**config.mk**
```make
export PLATFORM = sky130hd
export DESIGN_NAME = oam_dma
export DESIGN_NICKNAME = d
export VERILOG_FILES = /design/src/rtl/dma_types.sv /design/src/rtl/oam_dma.sv
export SDC_FILE = /design/constraint.sdc
export NUM_CORES = 1
export LEC_CHECK = 0
export CORE_MARGIN = 3
export CORE_UTILIZATION = 43
export DETAILED_ROUTE_END_ITERATION = 7
export HOLD_SLACK_MARGIN = 0.03
export PLACE_DENSITY_LB_ADDON = 0.08
export SLEW_MARGIN = 0
export SYNTH_ARGS = -nofsm -noshare
export SYNTH_HDL_FRONTEND = slang
export SYNTH_SLANG_ARGS = --single-unit
export TNS_END_PERCENT = 100
```
**constraint.sdc**
```tcl
create_clock -name clk -period 3 [get_ports clk]
set_input_delay 0.75 -clock clk [delete_from_list [all_inputs] [get_ports clk]]
set_output_delay 0.75 -clock clk [all_outputs]
set_load 0.05 [all_outputs]
```
**src/rtl/dma_types.sv**
```systemverilog
// Shared types and constants for the OAM DMA feeder and the bus arbiter.
package dma_types;

   typedef enum logic [1:0] {IDLE, START, XFER} dma_state_t;

   localparam logic [15:0] DMA_REG_ADDR = 16'hFF46;
   // Used by the bus arbiter to map OAM writes.
   localparam logic [15:0] OAM_BASE     = 16'hFE00;

   // Pages 0xE0-0xFF are echo RAM and alias WRAM at 0xC0-0xDF.
   localparam logic [7:0]  ECHO_PAGE_LO   = 8'hE0;
   localparam logic [7:0]  ECHO_PAGE_MASK = 8'hDF;

   function automatic logic [7:0] eff_page(input logic [7:0] page);
      return (page >= ECHO_PAGE_LO) ? (page & ECHO_PAGE_MASK) : page;
   endfunction

endpackage

```
**src/rtl/oam_dma.sv**
```systemverilog
// OAM DMA: copies OAM_BYTES bytes from {page, 8'h00} into OAM after a write
// to 0xFF46, one byte every CYCLES_PER_BYTE clocks.
module oam_dma
   import dma_types::*;
#(
   parameter int unsigned CYCLES_PER_BYTE = 4,  // >= 3
   parameter int unsigned START_DELAY     = 4,  // >= 1
   parameter int unsigned OAM_BYTES       = 160
) (
   input  logic        clk,
   input  logic        reset,
   input  logic [15:0] cpu_addr,
   input  logic [7:0]  cpu_wdata,
   input  logic        cpu_wr,
   input  logic        cpu_rd,
   output logic [7:0]  cpu_rdata,
   output logic        cpu_sel,
   output logic [15:0] dma_addr,
   output logic        dma_rd,
   input  logic [7:0]  dma_rdata,
   output logic [7:0]  oam_addr,
   output logic [7:0]  oam_wdata,
   output logic        oam_we,
   output logic        dma_active
);

   localparam int unsigned PW = (CYCLES_PER_BYTE > 1) ? $clog2(CYCLES_PER_BYTE) : 1;
   localparam int unsigned DW = (START_DELAY > 1) ? $clog2(START_DELAY) : 1;

   localparam logic [PW-1:0] PHASE_READ  = PW'(0);
   localparam logic [PW-1:0] PHASE_LATCH = PW'(1);
   localparam logic [PW-1:0] PHASE_WRITE = PW'(2);
   localparam logic [PW-1:0] PHASE_LAST  = PW'(CYCLES_PER_BYTE - 1);
   localparam logic [DW-1:0] DELAY_LAST  = DW'(START_DELAY - 1);
   localparam logic [7:0]    IDX_LAST    = 8'(OAM_BYTES - 1);

   dma_state_t    state_q, state_d;
   logic [7:0]    src_page_q, src_page_d;
   logic [7:0]    idx_q, idx_d;
   logic [PW-1:0] phase_q, phase_d;
   logic [DW-1:0] delay_q, delay_d;
   logic [7:0]    data_q, data_d;

   logic reg_hit;
   logic trigger;
   logic last_byte_done;

   assign reg_hit        = (cpu_addr == DMA_REG_ADDR);
   assign trigger        = cpu_wr && reg_hit;
   assign last_byte_done = (phase_q == PHASE_LAST) && (idx_q == IDX_LAST);

   // State register.
   always_ff @(posedge clk) begin
      if (reset) begin
         state_q <= IDLE;
      end else begin
         state_q <= state_d;
      end
   end

   // Next-state logic; a trigger restarts from START in any state.
   always_comb begin
      state_d = state_q;
      if (trigger) begin
         state_d = START;
      end else begin
         case (state_q)
            IDLE:    state_d = IDLE;
            START:   if (delay_q == DELAY_LAST) state_d = XFER;
            XFER:    if (last_byte_done) state_d = IDLE;
            default: state_d = IDLE;
         endcase
      end
   end

   // Page register, delay counter, phase/idx counter pair and data latch.
   always_ff @(posedge clk) begin
      if (reset) begin
         src_page_q <= 8'h00;
         idx_q      <= 8'h00;
         phase_q    <= '0;
         delay_q    <= '0;
         data_q     <= 8'h00;
      end else begin
         src_page_q <= src_page_d;
         idx_q      <= idx_d;
         phase_q    <= phase_d;
         delay_q    <= delay_d;
         data_q     <= data_d;
      end
   end

   // Counter and latch next-state values.
   always_comb begin
      src_page_d = trigger ? cpu_wdata : src_page_q;
      idx_d      = 8'h00;
      phase_d    = '0;
      delay_d    = '0;
      data_d     = data_q;
      if (!trigger) begin
         case (state_q)
            START: begin
               if (delay_q != DELAY_LAST) delay_d = delay_q + DW'(1);
            end
            XFER: begin
               if (phase_q == PHASE_LATCH) data_d = dma_rdata;
               if (phase_q == PHASE_LAST) begin
                  // idx never steps past IDX_LAST, so the source low byte cannot wrap.
                  idx_d = (idx_q == IDX_LAST) ? 8'h00 : idx_q + 8'd1;
               end else begin
                  idx_d   = idx_q;
                  phase_d = phase_q + PW'(1);
               end
            end
            default: ;
         endcase
      end
   end

   // Bus outputs decoded from state and phase.
   always_comb begin
      dma_active = (state_q != IDLE);
      dma_rd     = 1'b0;
      dma_addr   = 16'h0000;
      oam_we     = 1'b0;
      oam_addr   = 8'h00;
      oam_wdata  = 8'h00;
      cpu_sel    = reg_hit && (cpu_rd || cpu_wr);
      cpu_rdata  = (reg_hit && cpu_rd) ? src_page_q : 8'h00;
      if (state_q == XFER) begin
         if (phase_q == PHASE_READ) begin
            dma_rd   = 1'b1;
            dma_addr = {eff_page(src_page_q), idx_q};
         end
         if (phase_q == PHASE_WRITE) begin
            oam_we    = 1'b1;
            oam_addr  = idx_q;
            oam_wdata = data_q;
         end
      end
   end

endmodule

```
Word level (Yosys, flattened, before mapping)
Index checks and enable logic that the tools add are counted.
{"block": "classes", "addsub": 3, "n_mux": 17, "n_bitwise": 4, "eq_ne": 13, "reduce_logical": 14, "order_cmp": 1}
{"op": "$mux W8", "count": 6}
{"op": "$mux W16", "count": 2}
{"op": "$eq A16 B16 Y1 const B", "count": 1}
{"op": "$add A8 B1 Y8 const B", "count": 1}
{"op": "$eq A2 B2 Y1 const B", "count": 4}
{"op": "$eq A8 B8 Y1 const B", "count": 1}
{"op": "$ge A8 B8 Y1 const B", "count": 1}
{"op": "$reduce_or A4 Y1", "count": 2}
{"op": "$mux W6", "count": 1}
{"op": "$ne A2 B2 Y1 const B", "count": 3}
{"op": "$ne A3 B3 Y1 const B", "count": 2}
{"op": "$mux W1", "count": 5}
{"op": "$add A2 B1 Y2 const B", "count": 2}
{"op": "$eq A2 B1 Y1 const B", "count": 2}
{"op": "$logic_and A1 B1 Y1", "count": 4}
{"op": "$mux W2", "count": 2}
{"op": "$not A1 Y1", "count": 4}
{"op": "$pmux W2 S2", "count": 1}
{"op": "$reduce_and A2 Y1", "count": 2}
{"op": "$reduce_and A3 Y1", "count": 1}
{"op": "$reduce_or A3 Y1", "count": 1}
{"op": "$logic_not A2 Y1", "count": 1}
{"op": "$reduce_bool A2 Y1", "count": 1}
{"op": "$reduce_or A2 Y1", "count": 1}
{"op": "$logic_or A1 B1 Y1", "count": 1}
{"block": "word_totals", "wordCells": 59, "register_bits": 30, "input_bits": 36, "out_inout_bits": 44}

Longest topological paths before layout
Gate-level depths: netlist of run 1.
{"block": "depth", "word_depth": 5, "mapped_depth": 7, "mapped_depth_nobuf": 6}

Worst setup path before layout of run 1
Ideal clock, no wire load.
{"block": "synth_timing", "kind": "input to output", "start": "input cpu_addr[5]", "end": "output cpu_sel", "path_slack_ps": -200, "arrival_time_ps": 2450, "path_buffers": 1, "stages": 4, "t_required_ps": 2250, "path_cell_list": "nand4bb_1 or4_4 buf_6 a21oi_1"}
{"block": "synth_between", "elab_chain_len": 2}
{"element": "start, declared", "line_no": "oam_dma.sv:12", "source": "input logic [15:0] cpu_addr,"}
{"element": "$eq A16 B16 Y1", "line_no": "oam_dma.sv:48", "source": "assign reg_hit = (cpu_addr == DMA_REG_ADDR);"}
{"element": "$logic_and A1 B1 Y1", "line_no": "oam_dma.sv:128", "source": "cpu_sel = reg_hit && (cpu_rd || cpu_wr);"}
{"element": "end, declared", "line_no": "oam_dma.sv:17", "source": "output logic cpu_sel,"}
Every way passes these cells.

Worst setup path in the final report of run 1
{"block": "layout_timing", "start": "input cpu_addr[9]", "end": "register src_page_q[2]"}
{"block": "layout_between", "elab_chain_len": 2}
{"element": "$eq A16 B16 Y1", "line_no": "oam_dma.sv:48"}
{"element": "$logic_and A1 B1 Y1", "line_no": "oam_dma.sv:49", "source": "assign trigger = cpu_wr && reg_hit;"}
{"element": "end signal, assigned", "line_no": "oam_dma.sv:85", "source": "src_page_q <= src_page_d;"}
{"element": "end, declared", "line_no": "oam_dma.sv:38", "source": "logic [7:0] src_page_q, src_page_d;"}
Every way passes these cells.
A chain may end at the register's enable or synchronous reset.

==> flow_metrics.env, run 1 <==
export IMPL_worst_slack_ns=0.0325
export IMPL_design_die_area_mm2=0.00522
export IMPL_clock_skew_final_ns=0.00336
export IMPL_routed_wl_um=6050
export IMPL_drive_above_1_share=0.300
export IMPL_crit_end="src_page_q[2]"
export IMPL_hp_class="reg -> reg"
export IMPL_cp_end_kind="flop"
export IMPL_hold_viol_final=0
export IMPL_overflow=0
export IMPL_drc=0
export IMPL_clock_sinks=30
export IMPL_path_cells="clkbuf_2 > nand4_1 > buf_4 > buf_4 > buf_4 > buf_4 > buf_4 > buf_4 > buf_4 > buf_4 > buf_4 > buf_4 > buf_4 > buf_4 > nor4_4 > buf_4 > nand3_2 > a21oi_2"
export IMPL_die_h_um=72.2
export IMPL_synthCells=231
export IMPL_synthAdderAreaFrac=0.0398
export IMPL_crit_top_cell="buf_4"
export IMPL_areaGrowthSynthToFinish_pct=60.4
export IMPL_holdCritStartpoint="delay_q[0]"
export IMPL_intPower_uw=629
export IMPL_ys_types=36
export IMPL_diodes=0
export IMPL_max_slew_margin_rel=0.535
export IMPL_synth_ff_type="dfxtp_1"
export IMPL_tns_ns=0
export IMPL_syn_area_per_cell_um2=8.17
export IMPL_root_buffer="clkbuf_8"
export IMPL_gp_congestion=0.759
export IMPL_critPathMaxStageDelay_ns=0.29
export IMPL_synthSimpleGateAreaFrac=0.391
export IMPL_synth_top_cell_by_area="dfxtp_1"
export IMPL_syn_num_nets=273
export IMPL_critPathTopFamily="buffers and inverters"
export IMPL_antenna_found_initial=0
export IMPL_clock_fmax_ghz=0.337
export IMPL_crit_fanout=5
export IMPL_required_ns=3.21
export IMPL_timing_rr_end="state_q[1]"
export IMPL_status="finished clean"
export IMPL_htreeDepth=2
export IMPL_clk_pin_slew_ns=0.07
export IMPL_vias_per_cell=5.54
export IMPL_synth_xor_area_frac=0.0279
export IMPL_grt_pass1_wl_um=9950
export IMPL_powerDensity_mw_per_mm2=270
export IMPL_grt_pass1_vias=2008
export IMPL_drtIter0Drc=87
export IMPL_wl_per_cell_um=16.0
export IMPL_place_hpwl_um=4170
export IMPL_initial_utilization=0.458
export IMPL_final_setup_viol_count=0
export IMPL_reg2reg_slack_ns=1.12
export IMPL_numCtsBuffers=5
export IMPL_rsz0062_at_grt="yes"
export IMPL_fillers=330
export IMPL_ant_nets=0
export IMPL_crit_start="cpu_addr[9]"
export IMPL_cts_hold_buf=0
export IMPL_path_depth=18
export IMPL_layout_commonest_cell="buf_4"
export IMPL_firstDrtPassIters=4
export IMPL_crit_arrival_ns=3.18
export IMPL_synth_seq_area_share=0.318
export IMPL_crit_type="in -> reg"
export IMPL_multi_input_area_mm2=0.00122
export IMPL_core_mm2=0.00412
export IMPL_synth_top_family_by_area="simple AND/OR/NAND/NOR gates"
export IMPL_ys_top_cells_by_area="dfxtp_1 (32%), and3_1 (11%), mux2i_1 (4.8%), ha_1 (4.0%), a32oi_1 (3.7%)"
export IMPL_net_switching_power_uw=188
export IMPL_power_frac_clock=0.416
export IMPL_grt_usage=0.240
export IMPL_fp_dieW_um=72.2
export IMPL_nets=368
export IMPL_fin_crit_ns=2.97
export IMPL_num_rows=23
export IMPL_cts_path_max_buffers=2
export IMPL_maxCapViolCount=0
export IMPL_async_reset_ff_frac=0
export IMPL_leakagePower_nw=1.28
export IMPL_r2r_cells=5
export IMPL_synth_compound_area_share=0.106
export IMPL_synth_warnings=0
export IMPL_grt_max_degree=27
export IMPL_critPathLaunchType="primary input"
export IMPL_tightest_slew_ns=0.696
export IMPL_most_common_layout_cells="buf_4 (44), clkdlybuf4s50_1 (35), and3_1 (33)"
export IMPL_port_buffers=79
export IMPL_seqPwrFrac=0.488
export IMPL_regArea_um2=601
export IMPL_muxShareOfSynthArea=0.0477
export IMPL_io_pins=80
export IMPL_fin_crit_sh=0.989
export IMPL_pwr_share_comb=0.097
export IMPL_syn_area_mm2=0.00189
export IMPL_cts_tree="yes"
export IMPL_slew_violations=0
export IMPL_swShare=0.230
export IMPL_cp_num_buf_inv=14
export IMPL_num_vias=2089
export IMPL_dp_slack_ns=-0.216
export IMPL_worst_ir_drop_vdd_mv=0.314
export IMPL_synth_seq_cells=30
export IMPL_synth_top_area_share=0.318
export IMPL_rr_startpoint="idx_q[0]"
export IMPL_clock_latency_ns=0.28
export IMPL_synth_edf_count=0
export IMPL_slowest_stage="nor4_4"
power groups by stage:
stage	registers [mW]	clock network [mW]	logic, mW
after floorplan	0.407	0	0.0218
after global placement	0.407	0	0.0754
after detailed placement	0.407	0	0.0765
after CTS	0.398	0.346	0.0758
after global routing	0.398	0.363	0.0844
final	0.398	0.340	0.0789
what timing repair did:
item | CTS | global route
setup buffers | 12 | 0
cloned | 0 | 1
endpoints found under the hold margin | 0 | 0
endpoints found under the setup margin | 9 | 24
pin swaps | 7 | 16
gates resized for setup | 27 | 26
stage by stage:
stage | util | std cells | power, mW | hold WS, ns | area, um2
after global placement | 0.683 | 356 | 0.483 | 0.418 | 2810
after floorplan | - | 231 | 0.429 | 0.405 | 1890
after global routing | 0.735 | 377 | 0.846 | 0.461 | 3030
after detailed placement | 0.683 | 356 | 0.484 | 0.421 | 2810
after CTS | 0.729 | 376 | 0.820 | 0.431 | 3000
final | 0.735 | 377 | 0.817 | 0.428 | 3030
sequential cells by signal, indices dropped and copies added (netlist names):
signal	flops
src_page_q	8
data_q	8
phase_q	2
delay_q	2
idx_q	8
state_q	2
synthesized netlist by cell type, types with 2 or more instances:
master / number
a21oi_1: 12
a32oi_1: 8
and2_1: 10
and3_1: 33
buf_2: 2
clkbuf_1: 13
dfxtp_1: 30
ha_1: 6
inv_1: 14
mux2i_1: 9
nand2_1: 13
nand3_1: 8
nand3b_1: 3
nand4_1: 7
nand4bb_1: 4
nor2_1: 6
nor3_1: 6
nor3b_1: 9
nor4_1: 8
o21ai_0: 8
o21ai_2: 2
or2_2: 2
xnor2_1: 2
xor2_1: 4
worst min-delay path by stage:
stage          depth (start not counted)    endpoint
6_report                               1  delay_q[0]
5_1_grt                                1  delay_q[0]
4_1_cts                                1  delay_q[0]
3_5_place_dp                           1  delay_q[0]
3_3_place_gp                           1  delay_q[0]
2_1_floorplan                          1  delay_q[0]
worst register-to-register path: stages, from the launching register on:
cell and delay (ns):
dfxtp_1 0.41, ha_1 0.27, nand4_1 0.11, or4b_2 0.66, o21ai_2 0.23, a21oi_1 0.09
layout make-up:
type,count,share of cell area
multi-input cells,169,0.404
repair buffers,105,0.327
flip-flops and latches,30,0.198
clock buffers,6,0.0273
well taps,50,0.0207
inverters,15,0.0186
clock inverters,2,0.00413
routing by layer:
layer	routed length [um]	vias to the layer above	GRT usage
met5	0	-	0
met4	138	0	0.0960
met3	276	14	0.0609
met2	2870	70	0.373
met1	2760	980	0.317
li1	-	1025	-
kinds of logic (layout without fill, tap and decap cells):
kind of cell             after synthesis  in the layout
buffers and inverters                 32            128
XOR/XNOR                               6              6
AO/OA/AOI/OAI                         31             31
adder cells (fa/ha/maj)                6              6
AND/OR/NAND/NOR                      117            117
flip-flops                            30             30
multiplexers                           9              9
(Power assumes the default switching activity.)
==> inputs of run 2 (changes only) <==
--- a/config.mk
+++ b/config.mk
@@ -5,8 +5,10 @@
 export SDC_FILE = /design/constraint.sdc
 export NUM_CORES = 1
 export LEC_CHECK = 0
+export CELL_PAD_IN_SITES_DETAIL_PLACEMENT = 2
+export CELL_PAD_IN_SITES_GLOBAL_PLACEMENT = 2
 export CORE_MARGIN = 3
-export CORE_UTILIZATION = 43
+export CORE_UTILIZATION = 23
 export DETAILED_ROUTE_END_ITERATION = 7
 export HOLD_SLACK_MARGIN = 0.03
 export PLACE_DENSITY_LB_ADDON = 0.08
==> flow_metrics.env, run 2 (synthesis results as in run 1) <==
export IMPL_drc=0
export IMPL_clock_latency_ns=0.27
export IMPL_drtIter0Drc=51
export IMPL_fp_dieW_um=96.6
export IMPL_maxCapViolCount=0
export IMPL_hp_class="reg -> reg"
export IMPL_most_common_layout_cells="buf_4 (71), and3_1 (33), dfxtp_1 (30)"
export IMPL_cts_tree="yes"
export IMPL_crit_fanout=8
export IMPL_powerDensity_mw_per_mm2=252
export IMPL_final_util=0.421
export IMPL_overflow=0
export IMPL_status="finished clean"
export IMPL_grt_pass1_wl_um=12700
export IMPL_cts_path_max_buffers=2
export IMPL_place_hpwl_um=5460
export IMPL_dp_slack_ns=-0.279
export IMPL_diodes=0
export IMPL_fin_crit_ns=2.93
export IMPL_design_die_area_mm2=0.00933
export IMPL_io_pins=80
export IMPL_root_buffer="clkbuf_8"
export IMPL_areaGrowthSynthToFinish_pct=75.1
export IMPL_grt_max_degree=20
export IMPL_cts_hold_buf=0
export IMPL_hold_viol_final=0
export IMPL_gp_congestion=0.697
export IMPL_htreeDepth=2
export IMPL_tightest_slew_ns=0.669
export IMPL_crit_type="in -> out"
export IMPL_clock_fmax_ghz=0.341
export IMPL_clock_sinks=30
export IMPL_fin_hold_ws_ns=0.432
export IMPL_initial_utilization=0.240
export IMPL_drive_above_1_share=0.393
export IMPL_leakagePower_nw=1.40
export IMPL_grt_usage=0.180
export IMPL_die_h_um=96.6
export IMPL_max_slew_margin_rel=0.553
export IMPL_reg2reg_slack_ns=1.11
export IMPL_port_buffers=79
export IMPL_required_ns=2.25
export IMPL_fin_crit_sh=0.977
export IMPL_worst_slack_ns=0.0676
export IMPL_final_setup_viol_count=0
export IMPL_slew_violations=0
export IMPL_r2r_cells=5
export IMPL_tns_ns=0
export IMPL_reg_top3="data_q (8), idx_q (8), src_page_q (8)"
export IMPL_layout_commonest_cell="buf_4"
export IMPL_crit_arrival_ns=2.18
export IMPL_holdPathStages=1
export IMPL_numCtsBuffers=5
export IMPL_antenna_found_initial=0
export IMPL_routed_wl_um=8050
export IMPL_worst_ir_drop_vdd_mv=0.172
export IMPL_core_mm2=0.00785
export IMPL_postPlaceCellArea_mm2=0.00290
export IMPL_ant_nets=0
export IMPL_firstDrtPassIters=5
export IMPL_num_rows=32
export IMPL_stdcell_area_mm2=0.00330
export IMPL_wl_per_cell_um=17.9
export IMPL_cp_end_kind="output port"
export IMPL_clock_skew_final_ns=0.00272
export IMPL_vias_per_cell=4.89
export IMPL_critPathLaunchType="primary input"
export IMPL_nets=390
export IMPL_clk_pin_slew_ns=0.07
export IMPL_grt_pass1_vias=2374
export IMPL_num_vias=2204
run 2: changes by cell type in the layout (fill, tap and decap cells not counted), moves of 2 or more:
cell	before	now
clkbuf_2	6	9
buf_4	44	71
dlygate4sd2_1	6	4
nand3_1	5	1
buf_6	1	3
clkdlybuf4s50_1	35	29
clkdlybuf4s15_1	3	1
nand3_2	3	6
a21oi_2	5	9
a21oi_1	7	3
run 2: worst paths after layout:
| kind | start | endpoint |
|---|---|---|
| max reg2reg | idx_q[0] | state_q[1] |
| min reg2reg | delay_q[0] | delay_q[0] |
| min | delay_q[0] | delay_q[0] |
| max | cpu_addr[13] | cpu_rdata[4] |
run 2: critical path, cell delays in order:
cell	delay (ns)
dlygate4sd2_1	0.20
nand4b_1	0.16
or4_4	0.54
nor2_4	0.20
and2_4	0.19
buf_12	0.13
run 2: stage by stage:
step / power (mW) / cells
CTS: 0.834 / 451
floorplan: 0.429 / 231
global route: 0.872 / 451
global placement: 0.487 / 412
detailed placement: 0.488 / 412
finish: 0.831 / 451
run 2: layout make-up:
cell class | instances | area [um2]
multi-input cells | 169 | 1280
clock buffers | 7 | 86.3
flip-flops and latches | 30 | 601
repair buffers | 127 | 1150
clock inverters | 1 | 5.00
fillers | 892 | 4540
well taps | 102 | 128
inverters | 15 | 56.3
run 2: timing repair:
item / CTS / global route
endpoints found under the setup margin: 9 / 25
hold endpoints to repair: 0 / 0
setup buffers: 31 / 1
cloned: 0 / 1
pin swaps: 7 / 16
gates resized for setup: 27 / 44
run 2: report_power, final:
part,internal (mW),switching (mW)
clock,0.185,0.150
sequential,0.398,0.000000950
combinational,0.0560,0.0416
run 2: metal layers:
layer | up-vias | share of wire | track usage
li1 | 1068 | - | -
met1 | 1080 | 0.43 | 0.223
met2 | 46 | 0.52 | 0.320
met3 | 10 | 0.031 | 0.0302
met4 | 0 | 0.015 | 0.0514
met5 | - | 0 | 0
==> inputs of run 3 (changes only) <==
--- a/config.mk
+++ b/config.mk
@@ -12,7 +12,7 @@
 export DETAILED_ROUTE_END_ITERATION = 7
 export HOLD_SLACK_MARGIN = 0.03
 export PLACE_DENSITY_LB_ADDON = 0.08
-export SLEW_MARGIN = 0
+export SLEW_MARGIN = 20
 export SYNTH_ARGS = -nofsm -noshare
 export SYNTH_HDL_FRONTEND = slang
 export SYNTH_SLANG_ARGS = --single-unit
==> results of run 3 <==
Same layout as run 2: the final DEF is identical, and so are final timing and power.
